<file path="src/rtl/mult_datapath_if.sv">
// Command/operand/result bundle between the multiplier control FSM (master)
// and the shift-add datapath (slave).
interface mult_datapath_if #(parameter int WIDTH = 8);
   logic               Load;
   logic               Add_En;
   logic               Sub_En;
   logic               Shift_En;
   logic [WIDTH-1:0]   Mcand;
   logic [WIDTH-1:0]   Mplier;
   logic               M;
   logic               X;
   logic [WIDTH-1:0]   Aval;
   logic [WIDTH-1:0]   Bval;
   logic [2*WIDTH-1:0] Product;
   logic               Done;
   logic               Err;

   modport master (
      output Load, Add_En, Sub_En, Shift_En, Mcand, Mplier,
      input  M, X, Aval, Bval, Product, Done, Err
   );

   modport slave (
      input  Load, Add_En, Sub_En, Shift_En, Mcand, Mplier,
      output M, X, Aval, Bval, Product, Done, Err
   );
endinterface

</file>
<file path="src/rtl/mult_datapath.sv">
// X/A/B register chain and multiplicand latch for the signed shift-add multiplier.
// Define MULT_DP_CHECK_EN to build the sticky protocol checker driving Err.
module mult_datapath #(
   parameter int WIDTH = 8
) (
   input  logic         Clk,
   input  logic         Reset,
   mult_datapath_if.slave bus
);
   localparam int CW = $clog2(WIDTH + 1);

   logic [WIDTH-1:0] s_q, a_q, b_q;
   logic             x_q;
   logic [CW-1:0]    cnt_q;
   logic             done_q;
   logic             err_q;
   logic [WIDTH:0]   sum;

   // One sign-extended adder serves both add and subtract, so -(-2^(W-1)) fits.
   always_comb begin
      sum = '0;
      if (bus.Sub_En)
         sum = {a_q[WIDTH-1], a_q} - {s_q[WIDTH-1], s_q};
      else
         sum = {a_q[WIDTH-1], a_q} + {s_q[WIDTH-1], s_q};
   end

   always_ff @(posedge Clk or negedge Reset) begin
      if (!Reset) begin
         s_q    <= '0;
         a_q    <= '0;
         b_q    <= '0;
         x_q    <= 1'b0;
         cnt_q  <= '0;
         done_q <= 1'b0;
      end else if (bus.Load) begin
         s_q    <= bus.Mcand;
         b_q    <= bus.Mplier;
         a_q    <= '0;
         x_q    <= 1'b0;
         cnt_q  <= '0;
         done_q <= 1'b0;
      end else if (bus.Sub_En || bus.Add_En) begin
         x_q <= sum[WIDTH];
         a_q <= sum[WIDTH-1:0];
      end else if (bus.Shift_En) begin
         a_q <= {x_q, a_q[WIDTH-1:1]};
         b_q <= {a_q[0], b_q[WIDTH-1:1]};
         // Counter saturates at WIDTH; extra shifts still move the data.
         if (cnt_q != CW'(WIDTH)) begin
            cnt_q <= cnt_q + CW'(1);
            if (cnt_q == CW'(WIDTH - 1))
               done_q <= 1'b1;
         end
      end
   end

`ifdef MULT_DP_CHECK_EN
   logic multi_cmd, over_shift;

   assign multi_cmd  = ({1'b0, bus.Load} + {1'b0, bus.Add_En} +
                        {1'b0, bus.Sub_En} + {1'b0, bus.Shift_En}) > 2'd1;
   assign over_shift = bus.Shift_En && (cnt_q == CW'(WIDTH));

   // Load clears the flag even when it arrives together with other strobes.
   always_ff @(posedge Clk or negedge Reset) begin
      if (!Reset)
         err_q <= 1'b0;
      else if (bus.Load)
         err_q <= 1'b0;
      else if (multi_cmd || over_shift)
         err_q <= 1'b1;
   end
`else
   assign err_q = 1'b0;
`endif

   assign bus.M       = b_q[0];
   assign bus.X       = x_q;
   assign bus.Aval    = a_q;
   assign bus.Bval    = b_q;
   assign bus.Product = {a_q, b_q};
   assign bus.Done    = done_q;
   assign bus.Err     = err_q;
endmodule

</file>
<file path="src/flat_wrapper.sv">
// flat-port wrapper written by rule: the top's interface ports become plain ports
module mult_datapath_flat 
#(
   parameter int WIDTH = 8
)
  (Clk, Reset, bus_Load, bus_Add_En, bus_Sub_En, bus_Shift_En, bus_Mcand, bus_Mplier, bus_M, bus_X, bus_Aval, bus_Bval, bus_Product, bus_Done, bus_Err);
  mult_datapath_if #(.WIDTH(WIDTH)) bus_i ();
  input  logic Clk;
  input  logic Reset;
  input wire logic [$bits(bus_i.Load)-1:0] bus_Load;
  input wire logic [$bits(bus_i.Add_En)-1:0] bus_Add_En;
  input wire logic [$bits(bus_i.Sub_En)-1:0] bus_Sub_En;
  input wire logic [$bits(bus_i.Shift_En)-1:0] bus_Shift_En;
  input wire logic [$bits(bus_i.Mcand)-1:0] bus_Mcand;
  input wire logic [$bits(bus_i.Mplier)-1:0] bus_Mplier;
  output wire logic [$bits(bus_i.M)-1:0] bus_M;
  output wire logic [$bits(bus_i.X)-1:0] bus_X;
  output wire logic [$bits(bus_i.Aval)-1:0] bus_Aval;
  output wire logic [$bits(bus_i.Bval)-1:0] bus_Bval;
  output wire logic [$bits(bus_i.Product)-1:0] bus_Product;
  output wire logic [$bits(bus_i.Done)-1:0] bus_Done;
  output wire logic [$bits(bus_i.Err)-1:0] bus_Err;
  assign bus_i.Load = bus_Load;
  assign bus_i.Add_En = bus_Add_En;
  assign bus_i.Sub_En = bus_Sub_En;
  assign bus_i.Shift_En = bus_Shift_En;
  assign bus_i.Mcand = bus_Mcand;
  assign bus_i.Mplier = bus_Mplier;
  assign bus_M = bus_i.M;
  assign bus_X = bus_i.X;
  assign bus_Aval = bus_i.Aval;
  assign bus_Bval = bus_i.Bval;
  assign bus_Product = bus_i.Product;
  assign bus_Done = bus_i.Done;
  assign bus_Err = bus_i.Err;
  mult_datapath #(.WIDTH(WIDTH)) u_core (.Clk(Clk), .Reset(Reset), .bus(bus_i));
endmodule
</file>
<file path="config.mk">
export PLATFORM = sky130hd
export DESIGN_NAME = mult_datapath_flat
export DESIGN_NICKNAME = d
export VERILOG_FILES = /design/src/rtl/mult_datapath_if.sv /design/src/rtl/mult_datapath.sv /design/src/flat_wrapper.sv
export SDC_FILE = /design/constraint.sdc
export NUM_CORES = 1
export LEC_CHECK = 0
export BUFFER_PORTS_ARGS = -buffer_cell sky130_fd_sc_hd__clkbuf_2
export CORE_ASPECT_RATIO = 1.2
export CORE_MARGIN = 2
export CORE_UTILIZATION = 52
export CTS_CLUSTER_SIZE = 40
export DETAILED_ROUTE_END_ITERATION = 8
export PLACE_DENSITY_LB_ADDON = 0.1
export SYNTH_ARGS = -nofsm -noshare
export SYNTH_HDL_FRONTEND = slang
export SYNTH_SLANG_ARGS = --single-unit
</file>
<file path="constraint.sdc">
create_clock -name Clk -period 3.06 [get_ports Clk]
set_input_delay 0.153 -clock Clk [delete_from_list [all_inputs] [get_ports Clk]]
set_output_delay 0.153 -clock Clk [all_outputs]
set_load 0.05 [all_outputs]
</file>
==> metrics.yaml <==
hold_violations: 0
async_flop_share_pct: 100.0
path_clk_slew_ns: 0.07
rsz0062_at_grt: "no"
ff2ff_setup_slack_ns: 0.45
ctsLongestPathBuffers: 2
synthMuxAreaShare_pct: 10.62
routabilityCongestion: 0.8628
cts_tree: "done"
crit_type: "reg -> reg"
synth-compound-area-share_pct: 15.44
p_sw_share_pct: 49.48
synth_top_family_by_area: "compound AO/OA/AOI/OAI gates"
die_y_um: 72.79
status: "complete, no violations"
n_antenna_cell: 0
yosysTopAreaCell: "dfrtp_1"
mostFrequentLayoutCells: "clkbuf_2, dfrtp_1, nand2_1, nor2_1, mux2i_1"
syn2layout_area_growth_pct: 12.45
p_seq_share_pct: 28.8
worstHoldStart: "bus_Mcand[7]"
end_kind: "flop"
synthSimpleGateAreaFrac_pct: 12.20
first_iter_violations: 53
synth_edf_count: 0
synth_area_leaders: "dfrtp_1, mux2i_1, buf_4"
fin_crit_sh_pct: 85.41
final.setup.tns_ns: 0
grt_usage_pct: 20.06
grt_pass1_wl_mm: 6.624
p_per_area_nw_per_um2: 834.7
clock_skew_ns: 0.01174
slowest_delay_ns: 0.42
cts-root-buf: "clkbuf_8"
start_kind: "flop"
ys_types: 41
htreeDepth: 2
io_buffers: 56
synth.top_cell.area_share_pct: 36.61
holdPathEnd: "u_core.s_q[7]"
drtAntennaViolNets: 0
timing.rr.end: "u_core.bus.Aval[7]"
drv_slew: 0
maxCapViolations: 0
finalWirelength_mm: 3.913
via_count: 1592
rr_startpoint: "u_core.s_q[2]"
syn_area_um2: 2051
core_um2: 3847
clk_latency_ns: 0.29
worstPathMaxFanout: 5
yosys_warnings: 0
synthAdderAreaFrac_pct: 7.688
antenna_found_initial: 0
drive_gt1_share_pct: 29.13
yosys.area_share.xor_xnor_pct: 5.979
ff_latch_area_um2: 750.7
fillers: 379
p_switching_w: 0.0009523
dieArea_um2: 4464
grt_pass1_vias: 1512
ys_seq_area_share_pct: 36.61
ys_seq_elements: 30
holdPathStages: 2
clkSinkCount: 30
dr.pass1.iters: 4
cts_made_buffers: 5
fmax_mhz: 382.6
period_minus_slack_ns: 2.614
rows: 25
grt_max_degree: 35
post_cts_resized: 0
dp_hpwl_mm: 2.850
critical_path.cell_chain: "or3_1 -> nor3_1 -> nor2_1 -> xnor2_1 -> ha_1 -> o21a_1 -> o21ai_1 -> a41oi_1 -> or4_1 -> o211a_1"
cp.required_ns: 3.23
post_cts_buffers: 0
synth_ff_type: "dfrtp_1"
final_common_cell: "clkbuf_2"
syn_inst: 215
die_w_um: 61.33
cp_data_arrival_time_ns: 2.79
syn_nets: 249
drc: 0
ioPinCount: 58
postSynthAreaPerCell_um2: 9.538
power_frac_clock_pct: 17.0
finalSetupViolations: 0
start_util_pct: 53.30
worst_pin_slew_ns: 0.7479
nets: 287
p_int_w: 0.0009725
relSlewSlack_pct: 50.14
ir_worst_vdd_mv: 0.4118
hold_class: "in -> reg"
gr-total-overflow: 0
multi_input_area_um2: 1069
wl_per_cell_um: 12.70
p_leak_nw: 1.123
pwr-share-comb_pct: 54.2
reg2reg_depth: 10
via_per_inst: 5.169
crit_slowest_cell: "dfrtp_1"
final_core_util_pct: 59.94
-- cell type report --
type / count / area share (%)
clock buffer: 7 / 3.744
clock inverter: 1 / 0.2170
inverter: 8 / 1.302
multi-input combinational: 150 / 46.34
sequential: 30 / 32.56
tap: 54 / 2.930
timing repair buffer: 58 / 12.91
-- synthesized netlist by cell type, types with 2 or more instances --
cell / count
nor3_1: 3
buf_6: 2
a31oi_1: 2
buf_4: 19
mux2i_1: 15
o21ai_0: 5
nor2_1: 17
o211ai_1: 3
a21oi_1: 9
buf_2: 4
dfrtp_1: 30
o211a_1: 2
nand2b_1: 2
a211oi_1: 10
nor2b_1: 4
inv_1: 8
nand3_1: 2
nand2_1: 18
ha_1: 11
xor2_1: 2
o21ai_1: 10
xnor2_1: 12
or3_1: 2
mux2_2: 6
-- metrics by stage --
step	area (um2)	total power, W	instances	hold WS [ns]	setup WS, ns
after CTS	2306	0.001940	308	0.09039	0.4715
after detailed placement	2205	0.001605	299	0.2648	0.4997
final	2306	0.001925	308	0.09199	0.4464
after global placement	2205	0.001607	299	0.2713	0.5699
after floorplan	2051	0.001468	215	-0.1426	0.6541
after global routing	2306	0.002056	308	0.09082	0.2477
-- power by group through the flow --
| stage | logic [W] | registers (W) | clock network, W |
|---|---|---|---|
| after floorplan | 0.000719 | 0.000750 | 0 |
| after global placement | 0.00104 | 0.000563 | 0 |
| after detailed placement | 0.00104 | 0.000563 | 0 |
| after CTS | 0.00105 | 0.000557 | 0.000336 |
| after global routing | 0.00113 | 0.000571 | 0.000358 |
| final | 0.00104 | 0.000554 | 0.000327 |
-- registers in the layout, indices dropped and copies added (netlist names) --
signal	flops
u_core.bus.Aval	8
u_core.bus.X	1
u_core.cnt_q	4
u_core.s_q	8
u_core.bus.Bval	8
u_core.bus.Done	1
-- worst max path at each step --
stage                              from            endpoint  depth (start not counted)
after global routing      u_core.s_q[2]  u_core.bus.Aval[7]                         10
final                     u_core.s_q[2]  u_core.bus.Aval[7]                         10
after detailed placement  u_core.s_q[2]  u_core.bus.Aval[7]                         10
after floorplan           u_core.s_q[2]  u_core.bus.Aval[7]                         10
after global placement    u_core.s_q[2]  u_core.bus.Aval[7]                         10
after CTS                 u_core.s_q[2]  u_core.bus.Aval[7]                         10
-- worst max-delay path: cells and delay by family (launching register included) --
kind                       cells  cell delay, ns
DFF                            1            0.42
xor gates and xnor gates       1            0.13
AOI/OAI and AO/OA              4            0.47
and+or+nand+nor                4            1.13
adders and majority gates      1            0.35
-- routing by layer --
layer / routed length (um) / global-route usage (%)
met5: 0 / 0
met2: 1916 / 31.80
met3: 182 / 5.319
met4: 64 / 8.454
met1: 1749 / 25.46
-- cells by family (layout without fill, tap and decap cells) --
logic type / count (synthesis) / in the layout
AND/OR/NAND/NOR: 53 / 53
other: 1 / 1
XOR/XNOR: 14 / 14
AO/OA/AOI/OAI: 49 / 49
flip-flops: 30 / 30
buffers and inverters: 35 / 74
multiplexers: 21 / 21
adder cells (fa/ha/maj): 12 / 12
-- what timing repair did --
item / 4_1_cts / 5_1_grt
hold endpoints to repair: 30 / 0
setup endpoints to repair: 0 / 0
hold buffers: 1 / 0
No activity file was read; power rests on OpenSTA's default activity.
